File: src/rtl/store_pkg.sv
// -----------------------------------------------------------------------------
// store_pkg
// Shared definitions for the store narrowing path.
//   - SZ_*     : request size encodings carried on req_size
//   - state_t  : store sequencer states (IDLE / BEAT0 / BEAT1)
//   - MASK_*   : base byte-enable masks before lane shifting
// No ports; imported by store_lane_shifter and store_narrower.
// -----------------------------------------------------------------------------
package store_pkg;

    localparam logic [1:0] SZ_BYTE = 2'b00;
    localparam logic [1:0] SZ_HALF = 2'b01;
    localparam logic [1:0] SZ_WORD = 2'b10;
    localparam logic [1:0] SZ_RSVD = 2'b11;

    localparam logic [3:0] MASK_BYTE = 4'b0001;
    localparam logic [3:0] MASK_HALF = 4'b0011;
    localparam logic [3:0] MASK_WORD = 4'b1111;
    localparam logic [3:0] MASK_NONE = 4'b0000;

    typedef enum logic [1:0] {
        IDLE  = 2'd0,
        BEAT0 = 2'd1,
        BEAT1 = 2'd2
    } state_t;

endpackage

File: src/rtl/store_lane_shifter.sv
// -----------------------------------------------------------------------------
// store_lane_shifter
// Purely combinational lane placement for a store of 1/2/4 bytes at a byte
// offset within a word. The 8-bit enable and 64-bit data outputs span two
// consecutive words so a word-crossing access can be split into two beats.
// Ports:
//   size [1:0]  in  : SZ_BYTE / SZ_HALF / SZ_WORD / SZ_RSVD (reserved -> nothing)
//   off  [1:0]  in  : byte offset within the first word
//   data [31:0] in  : register value; bytes above the size are forced to zero
//   m8   [7:0]  out : byte enables over two words (low nibble = first word)
//   d64  [63:0] out : lane-positioned data over two words
// -----------------------------------------------------------------------------
module store_lane_shifter
    import store_pkg::*;
(
    input  logic [1:0]  size,
    input  logic [1:0]  off,
    input  logic [31:0] data,
    output logic [7:0]  m8,
    output logic [63:0] d64
);

    logic [3:0]  mask4;
    logic [31:0] data_m;

    always_comb begin
        mask4 = MASK_NONE;
        case (size)
            SZ_BYTE: mask4 = MASK_BYTE;
            SZ_HALF: mask4 = MASK_HALF;
            SZ_WORD: mask4 = MASK_WORD;
            SZ_RSVD: mask4 = MASK_NONE;
            default: mask4 = MASK_NONE;
        endcase
    end

    // The enable mask doubles as the data qualifier, so unused lanes are zero.
    generate
        for (genvar gi = 0; gi < 4; gi++) begin : g_lane_mask
            assign data_m[8*gi +: 8] = data[8*gi +: 8] & {8{mask4[gi]}};
        end
    endgenerate

    assign m8  = {4'b0000, mask4} << off;
    assign d64 = {32'b0, data_m} << {off, 3'b000};

endmodule

File: src/rtl/store_narrower.sv
// -----------------------------------------------------------------------------
// store_narrower
// Narrows a 32-bit register value to byte/half/word and issues one or two
// word-aligned write beats to data memory. A store whose bytes cross a word
// boundary is split into BEAT0 (low word) and BEAT1 (next word, address
// wrapping modulo 2^ADDR_W). All memory-side outputs are registered.
//
// Build option: STORE_MISALIGN_TRAP_EN
//   defined   -> misaligned half/word stores are rejected with an err pulse
//                and no beats; BEAT1 becomes unreachable.
//   undefined -> misaligned stores are split; err only for reserved size.
//
// Ports:
//   clk, reset            : clock (rising edge), synchronous active-high reset
//   req_valid/req_ready   : store request handshake (ready only in IDLE)
//   req_addr [ADDR_W-1:0] : byte address
//   req_data [31:0]       : register value
//   req_size [1:0]        : 00 byte, 01 half, 10 word, 11 reserved
//   mem_valid/mem_ready   : write beat handshake
//   mem_addr [ADDR_W-1:0] : word-aligned beat address
//   mem_wdata [31:0]      : lane-positioned write data, disabled lanes zero
//   mem_be [3:0]          : byte enables, bit i = lane i
//   err                   : one-cycle pulse for a rejected request
//   busy                  : high whenever not IDLE
// -----------------------------------------------------------------------------
module store_narrower
    import store_pkg::*;
#(
    parameter int ADDR_W = 32
) (
    input  logic              clk,
    input  logic              reset,
    input  logic              req_valid,
    output logic              req_ready,
    input  logic [ADDR_W-1:0] req_addr,
    input  logic [31:0]       req_data,
    input  logic [1:0]        req_size,
    output logic              mem_valid,
    input  logic              mem_ready,
    output logic [ADDR_W-1:0] mem_addr,
    output logic [31:0]       mem_wdata,
    output logic [3:0]        mem_be,
    output logic              err,
    output logic              busy
);

    state_t            state_q, state_d;
    logic              mem_valid_q, mem_valid_d;
    logic [ADDR_W-1:0] mem_addr_q, mem_addr_d;
    logic [31:0]       mem_wdata_q, mem_wdata_d;
    logic [3:0]        mem_be_q, mem_be_d;
    logic [3:0]        hi_be_q, hi_be_d;
    logic [31:0]       hi_data_q, hi_data_d;
    logic              err_q, err_d;

    logic [7:0]        m8;
    logic [63:0]       d64;
    logic              misalign;
    logic              reject;

    store_lane_shifter u_shifter (
        .size (req_size),
        .off  (req_addr[1:0]),
        .data (req_data),
        .m8   (m8),
        .d64  (d64)
    );

`ifdef STORE_MISALIGN_TRAP_EN
    assign misalign = ((req_size == SZ_HALF) && req_addr[0]) ||
                      ((req_size == SZ_WORD) && (req_addr[1:0] != 2'b00));
`else
    assign misalign = 1'b0;
`endif

    assign reject = (req_size == SZ_RSVD) || misalign;

    always_comb begin
        state_d     = state_q;
        mem_valid_d = mem_valid_q;
        mem_addr_d  = mem_addr_q;
        mem_wdata_d = mem_wdata_q;
        mem_be_d    = mem_be_q;
        hi_be_d     = hi_be_q;
        hi_data_d   = hi_data_q;
        err_d       = 1'b0;

        case (state_q)
            IDLE: begin
                if (req_valid) begin
                    if (reject) begin
                        err_d = 1'b1;
                    end else begin
                        state_d     = BEAT0;
                        mem_valid_d = 1'b1;
                        mem_addr_d  = {req_addr[ADDR_W-1:2], 2'b00};
                        mem_be_d    = m8[3:0];
                        mem_wdata_d = d64[31:0];
                        // Upper word is parked until BEAT0 completes.
                        hi_be_d     = m8[7:4];
                        hi_data_d   = d64[63:32];
                    end
                end
            end
            BEAT0: begin
                if (mem_ready) begin
                    if (hi_be_q != 4'b0000) begin
                        // Back-to-back second beat, no bubble on mem_valid.
                        state_d     = BEAT1;
                        mem_addr_d  = mem_addr_q + ADDR_W'(4);
                        mem_be_d    = hi_be_q;
                        mem_wdata_d = hi_data_q;
                    end else begin
                        state_d     = IDLE;
                        mem_valid_d = 1'b0;
                        mem_addr_d  = '0;
                        mem_be_d    = 4'b0000;
                        mem_wdata_d = 32'b0;
                    end
                end
            end
            BEAT1: begin
                if (mem_ready) begin
                    state_d     = IDLE;
                    mem_valid_d = 1'b0;
                    mem_addr_d  = '0;
                    mem_be_d    = 4'b0000;
                    mem_wdata_d = 32'b0;
                end
            end
            default: begin
                state_d     = IDLE;
                mem_valid_d = 1'b0;
            end
        endcase
    end

    always_ff @(posedge clk) begin
        if (reset) begin
            state_q     <= IDLE;
            mem_valid_q <= 1'b0;
            mem_addr_q  <= '0;
            mem_wdata_q <= 32'b0;
            mem_be_q    <= 4'b0000;
            hi_be_q     <= 4'b0000;
            hi_data_q   <= 32'b0;
            err_q       <= 1'b0;
        end else begin
            state_q     <= state_d;
            mem_valid_q <= mem_valid_d;
            mem_addr_q  <= mem_addr_d;
            mem_wdata_q <= mem_wdata_d;
            mem_be_q    <= mem_be_d;
            hi_be_q     <= hi_be_d;
            hi_data_q   <= hi_data_d;
            err_q       <= err_d;
        end
    end

    assign req_ready = (state_q == IDLE);
    assign busy      = (state_q != IDLE);
    assign mem_valid = mem_valid_q;
    assign mem_addr  = mem_addr_q;
    assign mem_wdata = mem_wdata_q;
    assign mem_be    = mem_be_q;
    assign err       = err_q;

endmodule

File: config.mk
export PLATFORM = sky130hd
export DESIGN_NAME = store_narrower
export DESIGN_NICKNAME = d
export VERILOG_FILES = /design/src/rtl/store_pkg.sv /design/src/rtl/store_lane_shifter.sv /design/src/rtl/store_narrower.sv
export SDC_FILE = /design/constraint.sdc
export NUM_CORES = 1
export LEC_CHECK = 0
export CAP_MARGIN = 20
export CORE_MARGIN = 2
export CORE_UTILIZATION = 25
export DETAILED_ROUTE_END_ITERATION = 16
export PLACE_DENSITY = 0.54
export SYNTH_ARGS = -nofsm -noshare
export SYNTH_HDL_FRONTEND = slang
export SYNTH_HIERARCHICAL = 1
export SYNTH_SLANG_ARGS = --single-unit
File: constraint.sdc
create_clock -name clk -period 2.1 [get_ports clk]
set_input_delay 0.63 -clock clk [delete_from_list [all_inputs] [get_ports clk]]
set_output_delay 0.63 -clock clk [all_outputs]
set_load 0.005 [all_outputs]
==> results.md <==
* Async S/R FF share, synth at 0%
* Worst Path Buf+Inv at 2
* Die area at 25800 um2
* Count of different cell masters after synthesis at 72
* H-tree depth at 3
* Layout cells sized above 1 at 21.2%
* CP Depth at 3
* Vias at 6612
* Worst min-delay path class: reg2reg
* Number of port buffers at 139
* Initial antenna violation count at 0
* Min cycle time layout at 2.05 ns
* CORE AREA at 24200 um2
* Period utilisation layout at 97.8%
* Bufs on Longest Clock Path at 2
* Clk root buf: clkbuf_16
* Slowest cell on crit path: clkdlybuf4s50_1
* Pleak at 3.48 nW
* CP Launch Type: register
* Family with the most delay on the worst path: buffers and inverters
* P&R area growth vs syn at 49.4%
* CTS sink count at 106
* Wire length per cell at 18.0 um
* Total power at 6.04 mW
* CP Cell Sequence: inv_1 > ha_4 > clkdlybuf4s50_1
* Final #Nets at 1067
* CP required at 1.47 ns
* Status: finished clean
* Row cnt at 57
* Ys flop type: dfxtp_1
* Total GRT Usage at 18.1%
* Post-DP HPWL at 16.5 mm
* Via-per-instance ratio at 5.02
* Initial DRT Pass Iterations at 5
* Synth warn at 6
* F_max at 0.487 GHz
* GPL Wtd Cong at 0.885
* Die width at 161 um
* ANT nets after route at 0
* Drc violations at 0
* Die height at 161 um
* Worst Skew at 0.0154 ns
* Final Max Slew Viols at 0
* Fillers at 2494
* Register area share after synthesis at 34.6%
* First-pass GRT wire length at 37.0 mm
* RSZ-0062 raised after global routing: yes
* Crit-path max cell delay at 0.49 ns
* Routed wire length at 23.8 mm
* Critical Path AT at 1.42 ns
* PD cells at 659 nW/um2
* Pin count of the biggest net entering global routing at 69
* Critical path class: reg2out
* I/O pin cnt at 142
* Final Hold Viols at 0
* Vias in the first global route at 6481
* Crit-path max FO at 2
* Setup violators final at 0
* Crit. End Element: output port
* Final core utilization at 37.9%
* ANT cells at 0
* DR iter-0 viols at 467
* Clock Latency Late Sink at 0.36 ns
* Footprint of the multi-input gates at 3690 um2
* Mapped Cells at 782
* Synthesized area at 6130 um2
* Max VDD drop at 0.369 mV
* Worst hold path depth at 2
* Post-route insts no fill at 1317
* Max Cap Viol at 0
* Starting Density at 25.4%
* Num CTS Buffers at 9
* Yosys reg bits at 106
* Reg2reg path depth at 7
* Syn_area_per_cell at 7.84 um2
* Worst-path clk slew at 0.08 ns
* DP Cell Count at 1287
* Total gr overflow at 0
* Post-synth EDFFs at 0
* Register area at 2130 um2
* CTS tree: done
metal layers:
layer / up-vias / GRT usage (%) / share of wire, %
met5: - / 0 / 0
met4: 0 / 4.95 / 1.5
met3: 20 / 2.84 / 5.1
met2: 236 / 29.5 / 47
met1: 3131 / 24.7 / 47
li1: 3225 / - / -
logic make-up after synthesis:
family | count (synthesis) | share of synthesized area, %
AO/OA/AOI/OAI | 199 | 23.1
adder cells (fa/ha/maj) | 9 | 1.84
buffers and inverters | 93 | 7.84
flip-flops | 106 | 34.6
multiplexers | 20 | 3.92
other | 2 | 0.122
AND/OR/NAND/NOR | 353 | 28.6
flip-flops by register name, indices dropped and copies added, names as in the netlist:
| name | count |
|---|---|
| err | 1 |
| hi_be_q | 4 |
| hi_data_q | 32 |
| mem_addr | 30 |
| mem_be | 4 |
| mem_valid | 1 |
| mem_wdata | 32 |
| state_q | 2 |
final cells by class:
cell class	count	area share, %
sequential	106	23.3
tap	324	4.43
clock inverter	6	0.861
multi-input combinational	592	40.3
timing repair buffer	262	27.8
inverter	17	0.697
clock buffer	10	2.61
where the power goes:
group | internal (mW) | leakage [nW] | switching, mW
combinational | 0.951 | 2.45 | 0.858
sequential | 2.18 | 0.871 | 0.147
clock | 0.992 | 0.158 | 0.910
total | 4.12 | 3.48 | 1.91
worst paths after layout:
path	from	to	slack, ns
worst min register to register	hi_data_q[27]	hi_data_q[27]	0.46
worst max register to register	state_q[0]	mem_addr[28]	0.07
worst max-delay path	state_q[0]	req_ready	0.05
worst min-delay path	hi_data_q[27]	hi_data_q[27]	0.46
cell usage in the layout, fill, tap and decap left out, types with 11 or more instances in the layout:
| master | count |
|---|---|
| o22ai_1 | 11 |
| clkbuf_16 | 11 |
| nand3_1 | 22 |
| a21oi_1 | 54 |
| buf_4 | 103 |
| and2_1 | 26 |
| o21ai_0 | 20 |
| conb_1 | 11 |
| nand2b_1 | 18 |
| dfxtp_1 | 99 |
| nor2_1 | 60 |
| nor3_1 | 45 |
| nand2_1 | 129 |
| buf_12 | 15 |
| clkdlybuf4s50_1 | 131 |
| a221oi_1 | 24 |
| inv_1 | 14 |
worst register-to-register path, stage by stage, from the launching register on:
cell and delay, ns:
dfxtp_2 0.33, buf_4 0.14, ha_2 0.20, o21ba_4 0.24
a211o_1 0.27, buf_6 0.15, or4_1 0.47, o211ai_1 0.17
repair_timing:
item                       CTS  global route
resized for setup           17            27
gates cloned                 0             2
setup endpoints to repair   73            46
hold buffers                 0             0
setup buffers                3             9
pin swaps                    2             7
synth_stat cells (15+ instances only):
master    number  share of area, %
a21oi_1       54               4.4
a221oi_1      33               4.7
and2_1        26               2.7
buf_4         15               1.8
clkbuf_1      37               2.3
dfxtp_1      106                35
inv_1         16              0.98
nand2_1      130               8.0
nand2b_1      18               1.8
nand3_1       23               1.9
nor2_1        62               3.8
nor3_1        45               3.7
o21ai_0       20               1.6
per-stage QoR:
stage | worst slack, ns | instance area, um2 | setup TNS (ns) | hold slack [ns]
finish | 0.0455 | 9160 | 0 | 0.456
global route | -0.00432 | 9160 | -0.00432 | 0.471
CTS | -0.00290 | 8950 | -0.00459 | 0.457
detailed placement | -0.733 | 8550 | -45.88 | 0.446
global placement | -0.714 | 8550 | -44.83 | 0.442
floorplan | 0.0590 | 6160 | 0 | 0.436
No activity file was read; power rests on OpenSTA's default activity.
